--- src/rtl/debounce_multi.sv ---
`default_nettype none
// ============================================================================
// Module   : debounce_multi
// Purpose  : Multi-channel push-button conditioner. Each channel has a 2-flop
//            synchronizer, a stable-level debouncer, registered press/release
//            pulses and a hold tracker that emits a long-press pulse and,
//            optionally, auto-repeat pulses while the button stays down.
// Revision : 1.0 - initial release
// ----------------------------------------------------------------------------
// Ports
//   Clk         in   1     rising-edge clock for all state
//   Rst_n       in   1     asynchronous active-low reset (synchronized upstream)
//   btn_in      in   NCH   raw asynchronous button levels
//   btn_out     out  NCH   debounced level per channel
//   press       out  NCH   1-cycle pulse after an accepted 0->1 change
//   release_o   out  NCH   1-cycle pulse after an accepted 1->0 change
//                          (`release` is a SystemVerilog keyword)
//   long_press  out  NCH   1-cycle pulse on long press and on each repeat
// ============================================================================
module debounce_multi #(
  parameter int NCH        = 4,
  parameter int STABLE_CNT = 1048576,
  parameter int LONG_CNT   = 50000000,
  parameter int REPEAT_CNT = 10000000,
  parameter int REPEAT_EN  = 0
) (
  input  logic           Clk,
  input  logic           Rst_n,
  input  logic [NCH-1:0] btn_in,
  output logic [NCH-1:0] btn_out,
  output logic [NCH-1:0] press,
  output logic [NCH-1:0] release_o,
  output logic [NCH-1:0] long_press
);

  localparam int SW       = $clog2(STABLE_CNT) + 1;
  localparam int HOLD_MAX = (LONG_CNT > REPEAT_CNT) ? LONG_CNT : REPEAT_CNT;
  localparam int HW       = $clog2(HOLD_MAX) + 1;

  localparam logic [SW-1:0] STABLE_TC = SW'(STABLE_CNT - 1);
  localparam logic [HW-1:0] LONG_TC   = HW'(LONG_CNT - 1);
  localparam logic [HW-1:0] REPEAT_TC = HW'(REPEAT_CNT - 1);

  localparam logic [1:0] ST_IDLE   = 2'd0;
  localparam logic [1:0] ST_HOLD   = 2'd1;
  localparam logic [1:0] ST_REPEAT = 2'd2;

  for (genvar g = 0; g < NCH; g++) begin : g_ch
    logic          s1_q, s2_q;
    logic          lvl_q, lvl_d;
    logic [SW-1:0] stab_q, stab_d;
    logic [HW-1:0] hold_q, hold_d;
    logic [1:0]    state_q, state_d;
    logic          press_q, rel_q, lp_q, lp_d;
    logic          flip, rise, fall;

    // The debounced level inverts on the edge where the synchronized input
    // has disagreed with it for STABLE_CNT consecutive edges.
    assign flip = (s2_q != lvl_q) && (stab_q == STABLE_TC);
    assign rise = flip & ~lvl_q;
    assign fall = flip &  lvl_q;

    always_comb begin
      stab_d = stab_q;
      lvl_d  = lvl_q;
      if (s2_q == lvl_q) begin
        stab_d = '0;
      end else if (stab_q == STABLE_TC) begin
        stab_d = '0;
        lvl_d  = ~lvl_q;
      end else begin
        stab_d = stab_q + 1'b1;
      end
    end

    // Hold FSM: state register
    always_ff @(posedge Clk or negedge Rst_n) begin
      if (!Rst_n) begin
        state_q <= ST_IDLE;
      end else begin
        state_q <= state_d;
      end
    end

    // Hold FSM: next state. Transitions key off the same edge that produces
    // the press/release pulses so the FSM and the level never disagree.
    always_comb begin
      state_d = state_q;
      case (state_q)
        ST_IDLE: begin
          if (rise) state_d = ST_HOLD;
        end
        ST_HOLD: begin
          if (fall)                      state_d = ST_IDLE;
          else if (hold_q == LONG_TC)    state_d = ST_REPEAT;
        end
        ST_REPEAT: begin
          if (fall) state_d = ST_IDLE;
        end
        default: state_d = ST_IDLE;
      endcase
    end

    // Hold FSM: outputs (long-press request and hold counter update).
    // A release on the terminal-count edge suppresses the pulse.
    always_comb begin
      lp_d   = 1'b0;
      hold_d = hold_q;
      if (!lvl_q || fall) begin
        hold_d = '0;
      end else begin
        case (state_q)
          ST_HOLD: begin
            if (hold_q == LONG_TC) begin
              lp_d   = 1'b1;
              hold_d = '0;
            end else begin
              hold_d = hold_q + 1'b1;
            end
          end
          ST_REPEAT: begin
            if (REPEAT_EN != 0) begin
              if (hold_q == REPEAT_TC) begin
                lp_d   = 1'b1;
                hold_d = '0;
              end else begin
                hold_d = hold_q + 1'b1;
              end
            end else if (hold_q != REPEAT_TC) begin
              // Without auto-repeat the counter parks at its terminal value.
              hold_d = hold_q + 1'b1;
            end
          end
          default: hold_d = '0;
        endcase
      end
    end

    always_ff @(posedge Clk or negedge Rst_n) begin
      if (!Rst_n) begin
        s1_q    <= 1'b0;
        s2_q    <= 1'b0;
        lvl_q   <= 1'b0;
        stab_q  <= '0;
        hold_q  <= '0;
        press_q <= 1'b0;
        rel_q   <= 1'b0;
        lp_q    <= 1'b0;
      end else begin
        s1_q    <= btn_in[g];
        s2_q    <= s1_q;
        lvl_q   <= lvl_d;
        stab_q  <= stab_d;
        hold_q  <= hold_d;
        press_q <= rise;
        rel_q   <= fall;
        lp_q    <= lp_d;
      end
    end

    assign btn_out[g]    = lvl_q;
    assign press[g]      = press_q;
    assign release_o[g]  = rel_q;
    assign long_press[g] = lp_q;
  end

endmodule
`default_nettype wire
--- config.mk ---
export PLATFORM = sky130hd
export DESIGN_NAME = debounce_multi
export DESIGN_NICKNAME = d
export VERILOG_FILES = /design/src/rtl/debounce_multi.sv
export SDC_FILE = /design/constraint.sdc
export NUM_CORES = 1
export LEC_CHECK = 0
export CAP_MARGIN = 20
export CORE_ASPECT_RATIO = 1.5
export CORE_MARGIN = 1.5
export CORE_UTILIZATION = 65
export DETAILED_ROUTE_END_ITERATION = 10
export PLACE_DENSITY_LB_ADDON = 0.12
export SKIP_CTS_REPAIR_TIMING = 1
export SYNTH_ARGS = -nofsm -noshare
export SYNTH_HDL_FRONTEND = slang
export SYNTH_SLANG_ARGS = --single-unit
--- constraint.sdc ---
create_clock -name Clk -period 5.2 [get_ports Clk]
set_input_delay 1.04 -clock Clk [delete_from_list [all_inputs] [get_ports Clk]]
set_output_delay 1.04 -clock Clk [all_outputs]
set_load 0.01 [all_outputs]
==> flow_metrics.env <==
export IMPL_cts_tree="done"
export IMPL_r2r_cells=6
export IMPL_p_seq_frac=0.505
export IMPL_relSlewSlack=0.292
export IMPL_finalSetupTns_ps=0
export IMPL_r2r_slack_ps=2550
export IMPL_p_comb_frac=0.018
export IMPL_synth_edf_count=0
export IMPL_internal_power_mw=2.78
export IMPL_synth_area_top_cells="dfrtp_1 50%, xor2_1 7.6%, nor2_1 6.0%, xnor2_1 4.9%, nand3_1 3.3%"
export IMPL_layout_worst_path_cycle_share=0.509
export IMPL_hold_ws_ps=358
export IMPL_drt_first_pass_iters=5
export IMPL_route_met2_wl_mm=10.6
export IMPL_clockBufferDepth=3
export IMPL_grt_max_degree=129
export IMPL_ios=22
export IMPL_p_switching_uw=708
export IMPL_ys_warnings_count=0
export IMPL_cp_end_kind="register"
export IMPL_grt_pass1_vias=7926
export IMPL_yosys_cell_count_top_type="dfrtp_1"
export IMPL_seq_area_frac_synth=0.499
export IMPL_synth_top_area_cell="dfrtp_1"
export IMPL_switching_share=0.203
export IMPL_cts_max_level=1
export IMPL_path_class="register to register"
export IMPL_cp_required_ps=5530
export IMPL_antenna_cells=0
export IMPL_tightest_slew_ps=1060
export IMPL_r2r_end="g_ch[2].hold_q[23]$_DFFE_PN0P_"
export IMPL_final_nets=1168
export IMPL_cap_violations=0
export IMPL_power_frac_clock=0.476
export IMPL_cp_start_kind="register"
export IMPL_portBuffers=21
export IMPL_yosys_most_used_dff="dfrtp_1"
export IMPL_syn_num_nets=1156
export IMPL_arrival_ps=2980
export IMPL_ys_seq_elements=224
export IMPL_wire_per_inst_um=15.3
export IMPL_peakVddDrop_mv=0.480
export IMPL_cts_sinks=224
export IMPL_cp_slowest_cell="o21bai_1"
export IMPL_area_growth_pct=9.22
export IMPL_max_stage_delay_ps=840
export IMPL_ys_async_sr_fraction=1.00
export IMPL_ant_nets=0
export IMPL_setup_violations=0
export IMPL_r2r_start="g_ch[2].hold_q[0]$_DFFE_PN0P_"
export IMPL_first_iter_violations=500
export IMPL_cts_buffers=22
export IMPL_viasPerCell=5.88
export IMPL_synth_commonest_cells="224 x dfrtp_1, 180 x nor2_1, 98 x xor2_1, 94 x nand2_1, 75 x nand3_1"
export IMPL_dieHeight_um=164
export IMPL_min_path_type="register to register"
export IMPL_crit_chain="ha_1, nor4bb_1, nand4_1, o21a_1, o21bai_1, nor2_1"
export IMPL_status="completed"
export IMPL_synthDistinctLibCells=69
export IMPL_die_w_um=110
export IMPL_clk_latency_ps=500
export IMPL_synthesis_area_um2=11200
export IMPL_overflow=0
export IMPL_die_area_um2=18100
export IMPL_dpl_hpwl_mm=14.0
export IMPL_synth_top_cell_area_share=0.499
export IMPL_crit_fanout=14
export IMPL_fin_crit_ps=2650
export IMPL_fillCellCount=1243
export IMPL_hold_viol=0
export IMPL_via_count=8040
export IMPL_p_leak_nw=5.10
export IMPL_synth_cells=1130
export IMPL_core_area_um2=16800
export IMPL_avgSynthCellArea_um2=9.94
export IMPL_initial_core_util=0.667
export IMPL_wl_met1_mm=9.20
export IMPL_rows=58
export IMPL_top_layer_used="met4"
export IMPL_drive_gt1_frac=0.0648
export IMPL_gp_congestion=0.838
export IMPL_rsz0062_at_grt="no"
export IMPL_drc=0
export IMPL_track_usage=0.243
export IMPL_antenna_found_initial=0
export IMPL_fin_skew_ps=10.9
export IMPL_grt_pass1_wl_mm=35.8
export IMPL_wl_mm=20.9
export IMPL_max_freq_mhz=377
export IMPL_clkTransAtPathRegs_ps=60
export IMPL_cp_endpoint="g_ch[2].hold_q[23]$_DFFE_PN0P_"
export IMPL_cts_root_buf="clkbuf_16"
export IMPL_cellPowerDensity_nw_per_um2=284
export IMPL_slew_viol_final=0
export IMPL_critPathLaunch="g_ch[2].hold_q[0]$_DFFE_PN0P_"
export IMPL_wl_met3_um=614
cells in the final DEF, fill, tap and decap left out, drive strengths merged, types with 6 or more instances in the layout:
| master | synthesis | layout |
|---|---|---|
| o21ai | 36 | 36 |
| dfrtp | 224 | 224 |
| nand3 | 76 | 76 |
| nor4 | 19 | 19 |
| and4 | 24 | 24 |
| inv | 32 | 32 |
| nor2 | 181 | 181 |
| nor4bb | 6 | 6 |
| xor2 | 98 | 98 |
| nand4 | 44 | 44 |
| clkdlybuf4s50 | 0 | 20 |
| clkbuf | 5 | 32 |
| buf | 35 | 8 |
| ha | 20 | 20 |
| or3 | 10 | 10 |
| nand2 | 96 | 96 |
| a21oi | 20 | 20 |
| xnor2 | 63 | 63 |
| nor2b | 6 | 6 |
| nor3 | 24 | 24 |
| and3 | 26 | 26 |
worst min path at each step:
stage                                 startpoint                      to  slack, ps  cells after the start
after floorplan           g_ch[0].s1_q$_DFF_PN0_  g_ch[0].s2_q$_DFF_PN0_        330                      0
after global placement    g_ch[1].s1_q$_DFF_PN0_  g_ch[1].s2_q$_DFF_PN0_        330                      0
after detailed placement  g_ch[2].s1_q$_DFF_PN0_  g_ch[2].s2_q$_DFF_PN0_        340                      0
after CTS                 g_ch[2].s1_q$_DFF_PN0_  g_ch[2].s2_q$_DFF_PN0_        350                      0
after global routing      g_ch[0].s1_q$_DFF_PN0_  g_ch[0].s2_q$_DFF_PN0_        360                      0
final                     g_ch[2].s1_q$_DFF_PN0_  g_ch[2].s2_q$_DFF_PN0_        360                      0
power groups by stage:
stage	combinational, mW	sequential (mW)	clock [mW]
2_1_floorplan	0.0211	1.79	0
3_3_place_gp	0.0668	1.79	0
3_5_place_dp	0.0675	1.80	0
4_1_cts	0.0679	1.76	1.69
5_1_grt	0.0761	1.76	1.77
6_report	0.0642	1.76	1.66
cell type report:
cell class                      instances  area [um2]  area share
Clock buffer                           32         649      0.0529
Clock inverter                          8         118     0.00958
Inverter                               32         120     0.00979
Multi-Input combinational cell        834        5250       0.428
Sequential cell                       224        5610       0.457
Tap cell                              210         263      0.0214
Timing Repair Buffer                   28         268      0.0218
flip-flops by register name, summed over array words and instances (netlist names):
| name | count |
|---|---|
| g_ch.state_q | 8 |
| g_ch.hold_q | 108 |
| g_ch.s1_q | 4 |
| g_ch.press_q | 4 |
| g_ch.lvl_q | 4 |
| g_ch.s2_q | 4 |
| g_ch.lp_q | 4 |
| g_ch.stab_q | 84 |
| g_ch.rel_q | 4 |
cell families after synthesis:
logic type,Yosys count,share of synthesized area
xor+xnor,161,0.125
mux,6,0.00579
buf+inv,72,0.0340
flops,224,0.499
simple gates,555,0.262
fa+ha+maj,20,0.0223
compound gates,92,0.0521
through the flow:
| stage | worst slack, ps | util | power (mW) | std cells | instance area [um2] |
|---|---|---|---|---|---|
| after floorplan | 3030 | - | 1.81 | 1130 | 11200 |
| after global placement | 2660 | 0.683 | 1.86 | 1328 | 11500 |
| after detailed placement | 2590 | 0.683 | 1.86 | 1328 | 11500 |
| after CTS | 2580 | 0.729 | 3.53 | 1368 | 12300 |
| after global routing | 2350 | 0.729 | 3.61 | 1368 | 12300 |
| final | 2550 | 0.729 | 3.49 | 1368 | 12300 |
worst max-delay path: cells and delay by family, from the launching register on:
family | cells | cell delay, ps
simple gates | 3 | 670
flops | 1 | 430
fa+ha+maj | 1 | 270
compound gates | 2 | 1110
per-layer routing:
| layer | up-vias | track usage |
|---|---|---|
| li1 | 3913 | - |
| met1 | 3960 | 0.312 |
| met2 | 124 | 0.420 |
| met3 | 43 | 0.0365 |
| met4 | 0 | 0.0763 |
| met5 | - | 0 |
Note: power is estimated with default switching activity, not from simulation.
